--- src/rtl/core_inst_seq.sv ---
// core_inst_seq -- instruction sequencer for the single-core datapath.
//
// On an accepted start it runs one complete tile and emits a registered
// 17-bit instruction word each cycle:
//   Q write (n rows) -> K write (col rows) -> kernel load (col rows)
//   -> settle gap (gap_cyc) -> execute (n rows) -> wait for ofifo_valid
//   -> drain output FIFO into psum memory (n rows) -> done pulse.
//
// Ports:
//   clk          rising-edge clock
//   reset        asynchronous active-low reset
//   start        one-cycle start pulse, accepted only in IDLE
//   abort        synchronous abort, highest priority
//   len[3:0]     Q rows this tile minus one (latched on start)
//   ofifo_valid  output FIFO has a readable row
//   inst[16:0]   instruction word to the core
//   mem_req      host must drive mem_in this cycle (Q/K write)
//   busy         high whenever not IDLE
//   done         one-cycle pulse at tile completion
//   err          sticky WAIT timeout flag, cleared by next accepted start
module core_inst_seq #(
  parameter int unsigned col     = 8,
  parameter int unsigned gap_cyc = 2,
  parameter int unsigned timeout = 255
) (
  input  logic        clk,
  input  logic        reset,
  input  logic        start,
  input  logic        abort,
  input  logic [3:0]  len,
  input  logic        ofifo_valid,
  output logic [16:0] inst,
  output logic        mem_req,
  output logic        busy,
  output logic        done,
  output logic        err
);

  typedef enum logic [3:0] {
    S_IDLE,
    S_QWR,
    S_KWR,
    S_KLOAD,
    S_GAP,
    S_EXEC,
    S_WAIT,
    S_MOVE,
    S_DONE
  } state_t;

  state_t      state_q, state_d;
  logic [4:0]  cnt_q, cnt_d;
  logic [7:0]  wcnt_q, wcnt_d;
  logic [4:0]  n_q, n_d;
  logic        err_q, err_d;
  logic [16:0] inst_q, inst_d;
  logic        mem_req_q, mem_req_d;
  logic        busy_q, busy_d;
  logic        done_q, done_d;

  // MOVE-phase decisions handed from the next-state logic to the output logic
  logic        mv_rd;
  logic        mv_wr;
  logic [3:0]  mv_add;
  logic [4:0]  mv_nxt;

  // Next-state logic
  always_comb begin
    state_d = state_q;
    cnt_d   = cnt_q + 5'd1;
    wcnt_d  = wcnt_q;
    n_d     = n_q;
    err_d   = err_q;
    mv_rd   = 1'b0;
    mv_wr   = 1'b0;
    mv_add  = '0;
    mv_nxt  = '0;

    if (abort) begin
      state_d = S_IDLE;
      cnt_d   = '0;
    end else begin
      unique case (state_q)
        S_IDLE: begin
          cnt_d = '0;
          if (start) begin
            state_d = S_QWR;
            n_d     = {1'b0, len} + 5'd1;
            err_d   = 1'b0;
          end
        end
        S_QWR: begin
          if (cnt_q == n_q - 5'd1) begin
            state_d = S_KWR;
            cnt_d   = '0;
          end
        end
        S_KWR: begin
          if (cnt_q == 5'(col - 1)) begin
            state_d = S_KLOAD;
            cnt_d   = '0;
          end
        end
        S_KLOAD: begin
          if (cnt_q == 5'(col - 1)) begin
            state_d = S_GAP;
            cnt_d   = '0;
          end
        end
        S_GAP: begin
          if (cnt_q == 5'(gap_cyc - 1)) begin
            state_d = S_EXEC;
            cnt_d   = '0;
          end
        end
        S_EXEC: begin
          if (cnt_q == n_q - 5'd1) begin
            state_d = S_WAIT;
            cnt_d   = '0;
            wcnt_d  = '0;
          end
        end
        S_WAIT: begin
          cnt_d = '0;
          if (ofifo_valid) begin
            state_d = S_MOVE;
            mv_rd   = 1'b1;
          end else if (wcnt_q == 8'(timeout - 1)) begin
            state_d = S_IDLE;
            err_d   = 1'b1;
          end else begin
            wcnt_d = wcnt_q + 8'd1;
          end
        end
        S_MOVE: begin
          // cnt is the index of the row being read when ofifo_rd is high;
          // a row read this cycle is written to psum memory next cycle.
          mv_wr  = inst_q[16];
          mv_add = cnt_q[3:0];
          mv_nxt = inst_q[16] ? cnt_q + 5'd1 : cnt_q;
          mv_rd  = ofifo_valid && (mv_nxt < n_q);
          cnt_d  = mv_nxt;
          if (inst_q[0] && ({1'b0, inst_q[11:8]} == n_q - 5'd1)) begin
            state_d = S_DONE;
            cnt_d   = '0;
          end
        end
        S_DONE: begin
          state_d = S_IDLE;
          cnt_d   = '0;
        end
        default: begin
          state_d = S_IDLE;
          cnt_d   = '0;
        end
      endcase
    end
  end

  // Output word for the state being entered, so it is visible from that edge
  always_comb begin
    inst_d    = '0;
    mem_req_d = 1'b0;
    done_d    = 1'b0;
    busy_d    = (state_d != S_IDLE);
    unique case (state_d)
      S_QWR: begin
        inst_d[4]     = 1'b1;
        inst_d[15:12] = cnt_d[3:0];
        mem_req_d     = 1'b1;
      end
      S_KWR: begin
        inst_d[2]     = 1'b1;
        inst_d[15:12] = cnt_d[3:0];
        mem_req_d     = 1'b1;
      end
      S_KLOAD: begin
        inst_d[3]     = 1'b1;
        inst_d[6]     = 1'b1;
        inst_d[15:12] = cnt_d[3:0];
      end
      S_EXEC: begin
        inst_d[5]     = 1'b1;
        inst_d[7]     = 1'b1;
        inst_d[15:12] = cnt_d[3:0];
      end
      S_MOVE: begin
        inst_d[16] = mv_rd;
        inst_d[0]  = mv_wr;
        if (mv_wr) begin
          inst_d[11:8] = mv_add;
        end
      end
      S_DONE: begin
        done_d = 1'b1;
      end
      default: begin
        inst_d = '0;
      end
    endcase
  end

  always_ff @(posedge clk or negedge reset) begin
    if (!reset) begin
      state_q   <= S_IDLE;
      cnt_q     <= '0;
      wcnt_q    <= '0;
      n_q       <= '0;
      err_q     <= 1'b0;
      inst_q    <= '0;
      mem_req_q <= 1'b0;
      busy_q    <= 1'b0;
      done_q    <= 1'b0;
    end else begin
      state_q   <= state_d;
      cnt_q     <= cnt_d;
      wcnt_q    <= wcnt_d;
      n_q       <= n_d;
      err_q     <= err_d;
      inst_q    <= inst_d;
      mem_req_q <= mem_req_d;
      busy_q    <= busy_d;
      done_q    <= done_d;
    end
  end

  assign inst    = inst_q;
  assign mem_req = mem_req_q;
  assign busy    = busy_q;
  assign done    = done_q;
  assign err     = err_q;

endmodule

--- config.mk ---
export PLATFORM = sky130hd
export DESIGN_NAME = core_inst_seq
export DESIGN_NICKNAME = d
export VERILOG_FILES = /design/src/rtl/core_inst_seq.sv
export SDC_FILE = /design/constraint.sdc
export NUM_CORES = 1
export LEC_CHECK = 0
export BUFFER_PORTS_ARGS = -buffer_cell sky130_fd_sc_hd__buf_2
export CORE_ASPECT_RATIO = 1.1
export CORE_MARGIN = 2
export CORE_UTILIZATION = 50
export CTS_BUF_LIST = sky130_fd_sc_hd__clkbuf_4 sky130_fd_sc_hd__clkbuf_8 sky130_fd_sc_hd__clkbuf_16
export DETAILED_ROUTE_END_ITERATION = 6
export PLACE_DENSITY = 0.78
export SLEW_MARGIN = 5
export SYNTH_ARGS = -nofsm -noshare
export SYNTH_HDL_FRONTEND = slang
export SYNTH_SLANG_ARGS = --single-unit
--- constraint.sdc ---
create_clock -name clk -period 4.13 [get_ports clk]
set_input_delay 0.413 -clock clk [delete_from_list [all_inputs] [get_ports clk]]
set_output_delay 0.413 -clock clk [all_outputs]
set_load 0.05 [all_outputs]
==> results.md <==
* Net Switching at ~0.27 mW
* Worst-Skew Late Latency at slightly below 0.3 ns
* Placeable Area at between 4000 and 5000 sq um
* First-pass GRT wire length at approximately 8.5 mm
* Overall die width at between 70 and 80 microns
* Tightest Hold Check Type: in -> async
* CTS Root Cell: clkbuf_8
* Worst slew pin tran at ~0.9 ns
* Number of flops mapped to enable cells by yosys at 0
* Distinct cells, synth at 60
* Final worst slack at between 1 and 1.5 ns
* Top cells by area, synth: dfrtp_1 (41%), ha_1 (5.2%), xnor2_1 (4.4%)
* Post-synthesis sequential area ratio at about two fifths
* Worst path max stage delay at roughly 0.55 ns
* Via-per-instance ratio at 5.864
* Syn Nets at 265
* GRT overflow at 0
* Vias at approximately 1.9k
* Final Instance Area at roughly 2700 sq um
* Crit-path cells: inv_1 -> ha_1 -> xnor3_1 -> nand3_1 -> o311a_1 -> nor3_1 -> o32ai_1 -> a21boi_0
* Antenna viol nets, final at 0
* Static leakage at 1.250 nW
* Area occupied by multi-input gates at 1270 sq um
* Mean post-synth cell area at 9.806 sq um
* Die height at approximately 77 microns
* Critical path class: reg -> reg
* Reg area at 1001 sq um
* Final worst path period need at 2.786 ns
* Detailed Place HPWL at roughly 3.7 mm
* Area leader, netlist: dfrtp_1
* Die area at approximately 5400 sq um
* Clock sink count at 40
* CP Launch Type: register
* Total Power at ~0.95 mW
* Final period util at about 67%
* Clock power frac at about 34%
* H-tree Lvls at 2
* Total GRT Usage at between 10% and 20%
* Commonest non-fill, non-tap cells in the layout: dfrtp_1 (40), buf_2 (28), inv_1 (15)
* TNS Setup at 0 ns
* Routability congestion estimate from global placement at between 0.8 and 0.9
* Post-cts resize count at 0
* CP required at 4.29 ns
* Max Cap Viol at 0
* Clock Pin Slew Worst Setup and Hold Paths at around 0.08 ns
* Ys flop type: dfrtp_1
* First-pass DRT Iterations at 4
* Skew final at 0.004569 ns
* Crit Path Max Fanout at 6
* Clock Path Buffers at 2
* Yosys reg bits at 40
* # setup viols final at 0
* Pint at 0.6706 mW
* Switch share at 29.06%
* Asr flop ratio synth at 100.0%
* Setup WS pre-CTS at roughly 1.4 ns
* Vias in the first global route at about 1.9k
* Largest net degree at the start of global routing at 41
* Num CTS Buffers at 5
* Slew headroom at 41.60%
* Pwr dens at about 360 nW/um^2
* Max IR drop VDD at slightly below 0.0002 V
* Placed Area at around 2500 sq um
* Rows at 26
* Post-synthesis instance total at around 250
* Hold_buf cts at 0
* Post-synth top area share at about 41%
* Comb pwr share at 19.7%
* Number of port buffers at 28
* Post-CTS Setup Repair Bufs at 0
* Top Ports at 30
* Nets at around 290
* Synthesis Warnings at 0
* Initial antenna violation count at 0
* Slowest-stage cell, CP: nor3_1
* Max Freq at 358.9 MHz
* Crit path capture type: register
* Initial Util at about 52%
* Flop pwr share at between 40% and 50%
* DR WL/cell at about 15 microns
* RSZ-0062 raised after global routing: no
* Most common library cell in the layout ignoring fill and taps: dfrtp_1
* Outcome: completed
* CTS tree: done
* Drt total wl at 4.933 mm
* P&R area growth vs syn at 10.11%
* Ant diodes at 0
* Proportion of layout cells with a drive suffix above 1 at 17.60%
* Fin. Hold Viols at 0
* Number of fill cells in the layout at between 400 and 500
* Post-Syn Area at ~2400 sq um
* Hold Slack at between 0.2 and 0.25 ns
* DRC viols at 0
* Starting DRC count in detailed routing at between 100 and 150
* Worst Path Arrival at 2.94 ns
* Max-slew violation count at 0
## cells in the mapped netlist (all sizes together), types with 2 or more instances
cell type and count:
ha 10, nand4 3, o22ai 2, xor2 10
a21boi 5, and3 5, a21o 2, nor2b 2
a31oi 4, nand3 10, buf 7, o32ai 3
o31ai 4, and2 5, clkbuf 9, o311a 2
nor3 10, nor2 13, nand2b 3, nor4 2
a21oi 10, o31a 2, inv 15, or4 3
xnor2 12, o21ai 11, nand2 14, or3 4
dfrtp 40
## cell families (layout without fill, tap and decap cells)
kind of cell / count (synthesis) / in the layout / synth area share, %
simple gates: 82 / 82 / 19.40
compound gates: 57 / 57 / 18.10
flops: 40 / 40 / 41.49
buf+inv: 31 / 52 / 5.861
xor+xnor: 23 / 23 / 8.921
fa+ha+maj: 10 / 10 / 5.187
mux: 2 / 2 / 0.8817
other cells: 1 / 1 / 0.1555
## power by group through the flow
stage | Clock [mW] | Sequential [mW] | Combinational [mW]
after floorplan | 0 | 0.451 | 0.136
after global placement | 0 | 0.442 | 0.182
after detailed placement | 0 | 0.444 | 0.187
after CTS | 0.330 | 0.436 | 0.187
after global routing | 0.344 | 0.440 | 0.205
final | 0.322 | 0.437 | 0.186
## final timing paths
check / end / depth (start not counted) / from / slack (ns)
min in group clk: n_q[0] / 2 / len[0] / 0.34
max: inst[15] / 8 / n_q[0] / 1.34
max in group asynchronous: inst[16] / 1 / reset / 3.35
min: wcnt_q[6] / 1 / reset / 0.24
min reg2reg: wcnt_q[7] / 2 / wcnt_q[7] / 0.56
max reg2reg: inst[15] / 8 / n_q[0] / 1.34
## area by class of cell
cell class / instances / area share [%]
clock buffer: 6 / 2.873
multi-input combinational: 175 / 47.81
tap: 56 / 2.638
sequential: 40 / 37.68
clock inverter: 2 / 1.319
timing repair buffer: 29 / 5.558
inverter: 15 / 2.120
## state kept, by name (all words and copies together), names as in the netlist
name / cells
busy: 1
state_q: 4
n_q: 5
done: 1
mem_req: 1
cnt_q: 5
wcnt_q: 8
err: 1
inst: 14
## layer usage
metal | vias up | global-route usage [%] | wire, microns
li1 | 914 | - | -
met1 | 925 | 23.27 | 2097
met2 | 47 | 33.87 | 2574
met3 | 8 | 4.336 | 187
met4 | 0 | 6.923 | 74
met5 | - | 0 | 0
## metrics by stage
step | std cells | utilization [%]
finish | 323 | 57.10
global route | 323 | 57.10
CTS | 323 | 57.10
detailed placement | 315 | 54.71
global placement | 315 | 54.71
floorplan | 246 | -
## critical path, delay by kind of cell, from the launching register on
family,cells,cell delay [ns]
xor+xnor,1,0.37
simple gates,2,0.70
buf+inv,1,0.08
flops,1,0.46
fa+ha+maj,1,0.24
compound gates,3,0.81
Note: power is estimated with default switching activity, not from simulation.
